### src/rtl/mem_arbiter.sv
// rtl/mem_arbiter.sv - two-port round-robin arbiter onto a shared, region-decoded memory bus
//
// Purpose: grants one of two requesters (port 0 = CPU, port 1 = poller) access
// to a shared bus. It decodes the address into a one-hot region select, runs one
// bus strobe, waits RD_LAT cycles for read data and returns a done pulse with
// rdata/err.
//
// Ports:
//   clk, reset            clock, asynchronous active-high reset
//   req0/req1             access request (hold with fields until gnt)
//   we0/we1               1 = write, 0 = read
//   addr0/addr1           request address
//   wdata0/wdata1         write data
//   gnt0/gnt1             one-cycle grant pulse (request fields latched)
//   done0/done1           one-cycle completion pulse
//   rdata, err            read result / unmapped flag, held until next completion
//   bus_en, bus_we        shared bus strobe and direction
//   bus_addr, bus_data    latched address and write data
//   bus_sel               one-hot region: RAM, button, keypad, morse, wires, extras
//   bus_q                 shared read data, valid RD_LAT cycles after bus_en
module mem_arbiter #(
  parameter int DATA_WIDTH = 16,
  parameter int ADDR_WIDTH = 16,
  parameter int RD_LAT     = 2
) (
  input  logic                  clk,
  input  logic                  reset,
  input  logic                  req0,
  input  logic                  req1,
  input  logic                  we0,
  input  logic                  we1,
  input  logic [ADDR_WIDTH-1:0] addr0,
  input  logic [ADDR_WIDTH-1:0] addr1,
  input  logic [DATA_WIDTH-1:0] wdata0,
  input  logic [DATA_WIDTH-1:0] wdata1,
  output logic                  gnt0,
  output logic                  gnt1,
  output logic                  done0,
  output logic                  done1,
  output logic [DATA_WIDTH-1:0] rdata,
  output logic                  err,
  output logic                  bus_en,
  output logic                  bus_we,
  output logic [ADDR_WIDTH-1:0] bus_addr,
  output logic [DATA_WIDTH-1:0] bus_data,
  output logic [5:0]            bus_sel,
  input  logic [DATA_WIDTH-1:0] bus_q
);

  typedef enum logic [1:0] {IDLE, ISSUE, WAIT, RESP} state_t;

  localparam logic [ADDR_WIDTH-1:0] RAM_END    = ADDR_WIDTH'(16'hBFFF);
  localparam logic [ADDR_WIDTH-1:0] BUTTON_END = ADDR_WIDTH'(16'hCCCB);
  localparam logic [ADDR_WIDTH-1:0] KEYPAD_END = ADDR_WIDTH'(16'hD997);
  localparam logic [ADDR_WIDTH-1:0] MORSE_END  = ADDR_WIDTH'(16'hE663);
  localparam logic [ADDR_WIDTH-1:0] WIRES_END  = ADDR_WIDTH'(16'hF32F);
  localparam logic [ADDR_WIDTH-1:0] EXTRAS_END = ADDR_WIDTH'(16'hFFFB);
  localparam logic [2:0]            WAIT_LOAD  = 3'(RD_LAT - 1);

  // Regions are contiguous and ascending, so an ordered compare chain suffices.
  function automatic logic [5:0] decode(input logic [ADDR_WIDTH-1:0] a);
    if (a <= RAM_END)         return 6'b000001;
    else if (a <= BUTTON_END) return 6'b000010;
    else if (a <= KEYPAD_END) return 6'b000100;
    else if (a <= MORSE_END)  return 6'b001000;
    else if (a <= WIRES_END)  return 6'b010000;
    else if (a <= EXTRAS_END) return 6'b100000;
    else                      return 6'b000000;
  endfunction

  state_t                  state, state_nx;
  logic [2:0]              cnt, cnt_nx;
  logic                    last_gnt, last_gnt_nx;   // 1 = port 1 granted last
  logic                    port_q, port_nx;
  logic                    we_q, we_nx;
  logic [ADDR_WIDTH-1:0]   addr_q, addr_nx;
  logic [DATA_WIDTH-1:0]   wdata_q, wdata_nx;
  logic                    gnt0_nx, gnt1_nx, done0_nx, done1_nx;
  logic                    bus_en_nx, bus_we_nx, err_nx;
  logic [5:0]              bus_sel_nx;
  logic [ADDR_WIDTH-1:0]   bus_addr_nx;
  logic [DATA_WIDTH-1:0]   bus_data_nx, rdata_nx;
  logic [5:0]              sel_q;
  logic                    pick1;

  assign sel_q = decode(addr_q);

  // Port 1 wins when alone, or on a tie when port 0 was granted last.
  assign pick1 = req1 && (!req0 || !last_gnt);

  always_ff @(posedge clk or posedge reset) begin
    if (reset) begin
      state    <= IDLE;
      cnt      <= '0;
      last_gnt <= 1'b1;
      port_q   <= 1'b0;
      we_q     <= 1'b0;
      addr_q   <= '0;
      wdata_q  <= '0;
      gnt0     <= 1'b0;
      gnt1     <= 1'b0;
      done0    <= 1'b0;
      done1    <= 1'b0;
      bus_en   <= 1'b0;
      bus_we   <= 1'b0;
      bus_sel  <= '0;
      bus_addr <= '0;
      bus_data <= '0;
      rdata    <= '0;
      err      <= 1'b0;
    end else begin
      state    <= state_nx;
      cnt      <= cnt_nx;
      last_gnt <= last_gnt_nx;
      port_q   <= port_nx;
      we_q     <= we_nx;
      addr_q   <= addr_nx;
      wdata_q  <= wdata_nx;
      gnt0     <= gnt0_nx;
      gnt1     <= gnt1_nx;
      done0    <= done0_nx;
      done1    <= done1_nx;
      bus_en   <= bus_en_nx;
      bus_we   <= bus_we_nx;
      bus_sel  <= bus_sel_nx;
      bus_addr <= bus_addr_nx;
      bus_data <= bus_data_nx;
      rdata    <= rdata_nx;
      err      <= err_nx;
    end
  end

  // Every output is registered: a state's outputs appear in the cycle after it,
  // which gives gnt at +1, bus_en at +2 and done at +3 (+RD_LAT for reads).
  always_comb begin
    state_nx    = state;
    cnt_nx      = cnt;
    last_gnt_nx = last_gnt;
    port_nx     = port_q;
    we_nx       = we_q;
    addr_nx     = addr_q;
    wdata_nx    = wdata_q;
    gnt0_nx     = 1'b0;
    gnt1_nx     = 1'b0;
    done0_nx    = 1'b0;
    done1_nx    = 1'b0;
    bus_en_nx   = 1'b0;
    bus_we_nx   = 1'b0;
    bus_sel_nx  = '0;
    bus_addr_nx = bus_addr;
    bus_data_nx = bus_data;
    rdata_nx    = rdata;
    err_nx      = err;

    case (state)
      IDLE: begin
        if (req0 || req1) begin
          port_nx     = pick1;
          last_gnt_nx = pick1;
          we_nx       = pick1 ? we1 : we0;
          addr_nx     = pick1 ? addr1 : addr0;
          wdata_nx    = pick1 ? wdata1 : wdata0;
          gnt0_nx     = !pick1;
          gnt1_nx     = pick1;
          state_nx    = ISSUE;
        end
      end
      ISSUE: begin
        if (sel_q == 6'b000000) begin
          state_nx = RESP;
        end else begin
          bus_en_nx   = 1'b1;
          bus_we_nx   = we_q;
          bus_sel_nx  = sel_q;
          bus_addr_nx = addr_q;
          bus_data_nx = wdata_q;
          if (we_q) begin
            state_nx = RESP;
          end else begin
            cnt_nx   = WAIT_LOAD;
            state_nx = WAIT;
          end
        end
      end
      WAIT: begin
        if (cnt == 3'd0) state_nx = RESP;
        else             cnt_nx   = cnt - 3'd1;
      end
      RESP: begin
        // bus_q is valid in this cycle, exactly RD_LAT cycles after bus_en.
        // Writes, unmapped accesses and the write-only morse region read 0.
        done0_nx = !port_q;
        done1_nx = port_q;
        err_nx   = (sel_q == 6'b000000);
        rdata_nx = (we_q || sel_q == 6'b000000 || sel_q[3]) ? '0 : bus_q;
        state_nx = IDLE;
      end
      default: state_nx = IDLE;
    endcase
  end

endmodule

### config.mk
export PLATFORM = sky130hd
export DESIGN_NAME = mem_arbiter
export DESIGN_NICKNAME = d
export VERILOG_FILES = /design/src/rtl/mem_arbiter.sv
export SDC_FILE = /design/constraint.sdc
export NUM_CORES = 1
export LEC_CHECK = 0
export CORE_ASPECT_RATIO = 1.75
export CORE_UTILIZATION = 35
export CTS_BUF_LIST = sky130_fd_sc_hd__clkbuf_4
export CTS_CLUSTER_SIZE = 12
export DETAILED_ROUTE_END_ITERATION = 10
export PLACE_DENSITY = 0.66
export SYNTH_ARGS = -nofsm -noshare
export SYNTH_HDL_FRONTEND = slang
export SYNTH_SLANG_ARGS = --single-unit
### constraint.sdc
create_clock -name clk -period 3.4 [get_ports clk]
set_input_delay 0.51 -clock clk [delete_from_list [all_inputs] [get_ports clk]]
set_output_delay 0.51 -clock clk [all_outputs]
set_load 0.03 [all_outputs]
== Word level (Yosys, flattened, before mapping) ==
Cells that the tools add are included.

* Output and inout bits: 61
* Bits of input ports: 86
* Bits in registers: 101
* Logic and storage cells: 82

* Magnitude comparators: 6
* Reduce and logical (&&, ||, !) cells: 17
* $add $sub $neg: 1
* Bitwise logic cells: 1
* Multiplexer cells: 31
* Eq/ne operators: 8

{| class="wikitable"
|+ Operator list
! kind !! count
|-
| <= comparator 16 bit, second input constant || 6
|-
| two-way mux 16 bit || 3
|-
| two-way mux 6 bit || 8
|-
| two-way mux 1 bit || 13
|-
| != test 2 bit, second input constant || 5
|-
| two-way mux 3 bit || 3
|-
| case mux 2 bit (4 select lines) || 1
|-
| zero test 6 bit || 1
|-
| case mux 3 bit (2 select lines) || 1
|-
| AND reduction 2 bit || 3
|-
| equality test 2 bit, second input constant || 2
|-
| zero test 1 bit || 4
|-
| logical OR 1 bit || 4
|-
| two-way mux 2 bit || 2
|-
| AND reduction 4 bit || 1
|-
| zero test 3 bit || 1
|-
| subtractor 3 x 1 -> 3 bit, second input constant || 1
|-
| equality test 2 x 1 -> 1 bit, second input constant || 1
|-
| zero test 2 bit || 1
|-
| nonzero test 2 bit || 1
|-
| logical AND 1 bit || 1
|-
| NOT 1 bit || 1
|}

== Logic depth before layout (Yosys ltp) ==
* Depth in word-level cells: 11
* Mapped depth: 9
* Gate-level depth less buffers: 7

== Worst setup path after synthesis ==
No wires, ideal clock.

* Path type: register to register
* Start: reg addr_q[11]
* End: reg bus_addr[0]
* Required time: 3.275 ns
* Cell stages (with the launch flop): 8
* Data arrival time: 1.691 ns
* Path buffers: 3
* Library setup time: 0.125 ns
* Clock period less this slack: 1.816 ns
* Setup slack: 1.584 ns
* Cell sequence: dfrtp_1 buf_4 nand4_2 nor4_4 nand2b_1 buf_6 buf_4 mux2_2

* Cells in the longest elaborated chain, start to end: 10
* Elaborated cells between the ends (all ways): 15
* Classes of those cells: order compare: 6; mux: 6; bitwise: 1; reduce/logical: 2

{| class="wikitable"
|+ Ends and longest elaborated chain
! item !! line !! text
|-
| from (decl) || 76 || <nowiki>logic [ADDR_WIDTH-1:0] addr_q, addr_nx;</nowiki>
|-
| from (signal assigned) || 117 || <nowiki>addr_q <= addr_nx;</nowiki>
|-
| <= comparator 16 bit || 67 || <nowiki>else if (a <= EXTRAS_END) return 6'b100000;</nowiki>
|-
| two-way mux 6 bit || 67 ||
|-
| two-way mux 6 bit || 66 || <nowiki>else if (a <= WIRES_END) return 6'b010000;</nowiki>
|-
| two-way mux 6 bit || 65 || <nowiki>else if (a <= MORSE_END) return 6'b001000;</nowiki>
|-
| two-way mux 6 bit || 64 || <nowiki>else if (a <= KEYPAD_END) return 6'b000100;</nowiki>
|-
| two-way mux 6 bit || 63 || <nowiki>else if (a <= BUTTON_END) return 6'b000010;</nowiki>
|-
| two-way mux 6 bit (*) || 62 || <nowiki>if (a <= RAM_END) return 6'b000001;</nowiki>
|-
| zero test 6 bit (*) || 169 || <nowiki>if (sel_q == 6'b000000) begin</nowiki>
|-
| NOT 1 bit (no line) (*) || n/a ||
|-
| AND reduction 2 bit (no line) (*) || n/a ||
|-
| to (signal assigned) || 126 || <nowiki>bus_addr <= bus_addr_nx;</nowiki>
|-
| to (decl) || 44 || <nowiki>output logic [ADDR_WIDTH-1:0] bus_addr,</nowiki>
|}

Every way passes the cells marked *; elsewhere a longest branch is shown, timed or not.
A chain may end at the register's enable or synchronous reset.

== Worst setup path in the final report ==
* Start: reg addr_q[10]
* End: reg bus_data[15]

* Cells in the longest elaborated chain, start to end: 10
* Elaborated cells between the ends (all ways): 15
* Classes of those cells: order compare: 6; mux: 6; bitwise: 1; reduce/logical: 2

{| class="wikitable"
|+ Ends and longest elaborated chain
! item !! line !! text
|-
| <= comparator 16 bit || 67 ||
|-
| two-way mux 6 bit || 67 ||
|-
| two-way mux 6 bit || 66 ||
|-
| two-way mux 6 bit || 65 ||
|-
| two-way mux 6 bit || 64 ||
|-
| two-way mux 6 bit || 63 ||
|-
| two-way mux 6 bit (*) || 62 ||
|-
| zero test 6 bit (*) || 169 ||
|-
| NOT 1 bit (no line) (*) || n/a ||
|-
| AND reduction 2 bit (no line) (*) || n/a ||
|-
| to (signal assigned) || 127 || <nowiki>bus_data <= bus_data_nx;</nowiki>
|-
| to (decl) || 45 || <nowiki>output logic [DATA_WIDTH-1:0] bus_data,</nowiki>
|}

Marks and branches as above.

==> summary.md <==
| Metric | Value |
|---|---|
| Die ar. | `13,500 um2` |
| CTS root buffer | `clkbuf_4` |
| FP Rows | `54` |
| Gr usage total | `17.1%` |
| Core Region | `12,600 um2` |
| Via count | `3,508` |
| Number of enable flip-flop cells after synthesis | `0` |
| Clk_skew | `0.0122 ns` |
| Slew @ Worst Pin | `0.699 ns` |
| Post_cts resized | `0` |
| Synth async-reset ratio | `100%` |
| Clock period minus worst slack | `2.24 ns` |
| Top fanout value on the critical path | `26` |
| Maxcap violations | `0` |
| Slowest-stage cell, CP | `dfrtp_1` |
| Worst setup SP type | `flip-flop` |
| Clock power share | `11.1%` |
| Clock Pin Slew Worst Setup and Hold Paths | `0.15 ns` |
| Leak Pwr | `2.85 nW` |
| Fin. max-slew vios | `0` |
| CTS Hold Bufs | `0` |
| Placed Area | `6180 um2` |
| Share of layout cells above drive strength 1 | `11.3%` |
| CTS Sinks | `101` |
| Total gr overflow | `0` |
| Arrival time at the worst endpoint | `2.59 ns` |
| Mapped Area | `4540 um2` |
| Number of I/O pins | `147` |
| Worst Path Required | `3.75 ns` |
| Critical Path Sink Type | `flip-flop` |
| Syn_area_per_cell | `11.2 um2` |
| TNS Setup | `0 ns` |
| Worst VDD drop | `0.434 mV` |
| Die height | `153 um` |
| Power Density | `872 nW/um2` |
| Post-route antenna net violation count | `0` |
| Area leader, netlist | `dfrtp_1` |
| CTS tree | `built` |
| Bufs on Longest Clock Path | `2` |
| H-tree depth | `3` |
| Period utilization | `65.8%` |
| Comb power frac | `49.7%` |
| Maximum clock frequency | `447 MHz` |
| First-pass GRT wire length | `17.7 mm` |
| Initial antenna violation count | `1` |
| Pre-Repair DR Iteration Count | `6` |
| NetSw | `2.29 mW` |
| Initial Util | `36.2%` |
| Share of power burned in registers | `39.2%` |
| Finished Cell Area | `6320 um2` |
| Gpl congestion | `0.781` |
| Slew HR | `53.4%` |
| Post-CTS Setup Bufs | `0` |
| Count of unique library cells instantiated by Yosys | `47` |
| Fin. Hold Viols | `0` |
| DRC violation count after routing | `0` |
| Starting DRC count in detailed routing | `101` |
| Hold Crit Class | `in -> async` |
| Area grow syn2layout | `39.0%` |
| Crit-path cells | `nand4_2 -> nor4_4 -> nand2b_1 -> buf_4 -> inv_4 -> mux2_4` |
| PortBufs | `146` |
| Synth Warn # | `0` |
| Largest stage delay on the critical path | `0.56 ns` |
| Number of global-route vias before repair | `3,532` |
| Largest net degree at the start of global routing | `70` |
| Via/cell ratio | `4.87` |
| Crit Path Category | `reg -> reg` |
| RSZ-0062 raised after global routing | `false` |
| Syn Inst Count | `404` |
| Routed WL | `10.9 mm` |
| Area contributors post-synth | `dfrtp_1 (55%), mux2i_1 (7.3%), mux2_2 (6.2%), o21ai_0 (4.5%), nand2_1 (3.6%)` |
| Post-Syn Nets | `496` |
| Synth Flop Type | `dfrtp_1` |
| HPWL Detailed | `8.14 mm` |
| Yosys reg bits | `101` |
| P_int | `3.22 mW` |
| Setup Viol. Count Final | `0` |
| Sw Ratio | `41.5%` |
| WL/cell | `15.1 um` |
| Worst-Skew Late Latency | `0.45 ns` |
| Die width | `88.1 um` |
| Post-synth top area share | `55.1%` |
| Layout filler cell count | `1,169` |
| Status | `finished, final reports clean` |
| Sequential-to-total area share from yosys stat | `55.6%` |
| CTS Buf Count | `9` |
| Final nets | `638` |
[critical path: cells and delay by family (launching register included)]
kind                   cells  cell delay [ns]
multiplexers               1             0.33
buffers and inverters      2             0.51
flip-flops                 1             0.56
AND/OR/NAND/NOR            3             0.73
[synth_stat cells, types with 4 or more instances]
master    instances
dfrtp_1         100
nand2_1          44
o21ai_0          41
inv_1            40
mux2i_1          33
mux2_2           25
o22ai_1          16
nor2_1           14
clkbuf_1         10
mux2_4            7
ha_1              6
a211o_1           5
and2_1            5
buf_4             5
a211oi_1          4
a21oi_1           4
[layout make-up]
| cell class | count | area, um2 | area share [%] |
|---|---|---|---|
| clock inverters | 5 | 51.3 | 0.812 |
| clock buffers | 11 | 82.6 | 1.31 |
| diodes | 1 | 2.50 | 0.0396 |
| multi-input cells | 241 | 1760 | 27.9 |
| repair buffers | 152 | 1520 | 24.0 |
| inverters | 41 | 159 | 2.52 |
| flip-flops and latches | 101 | 2530 | 40.0 |
| well taps | 168 | 210 | 3.33 |
[sequential cells by signal, indices dropped and copies added, names as in the netlist, 2 cells and up]
| signal | flops |
|---|---|
| addr_q | 16 |
| bus_addr | 16 |
| bus_data | 16 |
| bus_sel | 6 |
| cnt | 3 |
| rdata | 16 |
| state | 2 |
| wdata_q | 16 |
[worst paths after layout]
check,startpoint,to,slack (ns),cells after the start
worst max register to register,addr_q[10],bus_data[15],1.16,6
worst min register to register,port_q,done0,0.48,1
worst max-delay path,addr_q[10],bus_data[15],1.16,6
min in group clk,port_q,done0,0.48,1
max in group asynchronous,reset,addr_q[12],2.16,3
worst min-delay path,reset,rdata[14],0.48,2
[cells by family (layout without fill, tap and decap cells)]
| group | Yosys count | count (layout) | synth area share (%) |
|---|---|---|---|
| compound gates | 84 | 84 | 11.2 |
| mux | 65 | 65 | 15.8 |
| flops | 101 | 101 | 55.6 |
| buf+inv | 62 | 209 | 6.03 |
| other cells | 0 | 1 | 0 |
| fa+ha+maj | 6 | 6 | 1.65 |
| simple gates | 86 | 86 | 9.66 |
[power groups by stage]
| stage | logic, mW | clock network, mW | registers, mW |
|---|---|---|---|
| detailed placement | 2.77 | 0 | 2.19 |
| global route | 2.98 | 0.682 | 2.23 |
| CTS | 2.78 | 0.640 | 2.16 |
| floorplan | 1.31 | 0 | 2.61 |
| global placement | 2.71 | 0 | 2.16 |
| finish | 2.74 | 0.614 | 2.16 |
[cell usage in the layout, fill, tap and decap left out, types with 6 or more instances in the layout]
cell type and n:
ha_1 6, mux2_2 25, nand2_1 44, nor2_1 14, o21ai_0 41, o22ai_1 16
clkbuf_4 11, dfrtp_1 100, inv_1 39, clkdlybuf4s50_1 146, mux2_4 7, mux2i_1 33
[metal layers]
layer  wire (um)  up-vias  GRT usage (%)
li1            -     1678              -
met1        4180     1713           20.1
met2        6020       98           30.1
met3         421       19           2.44
met4         283        0           7.45
met5           0        -              0
[per-stage QoR]
stage / setup WS, ns / hold WS [ns] / instances / utilization [%] / power, mW
after floorplan: 0.245 / 0.418 / 404 / - / 3.92
after global placement: 1.04 / 0.446 / 703 / 49.2 / 4.88
after detailed placement: 0.930 / 0.460 / 703 / 49.2 / 4.96
after CTS: 1.13 / 0.489 / 719 / 50.2 / 5.58
after global routing: 1.00 / 0.503 / 720 / 50.3 / 5.89
final: 1.16 / 0.475 / 720 / 50.3 / 5.51
No activity file was read; power rests on OpenSTA's default activity.
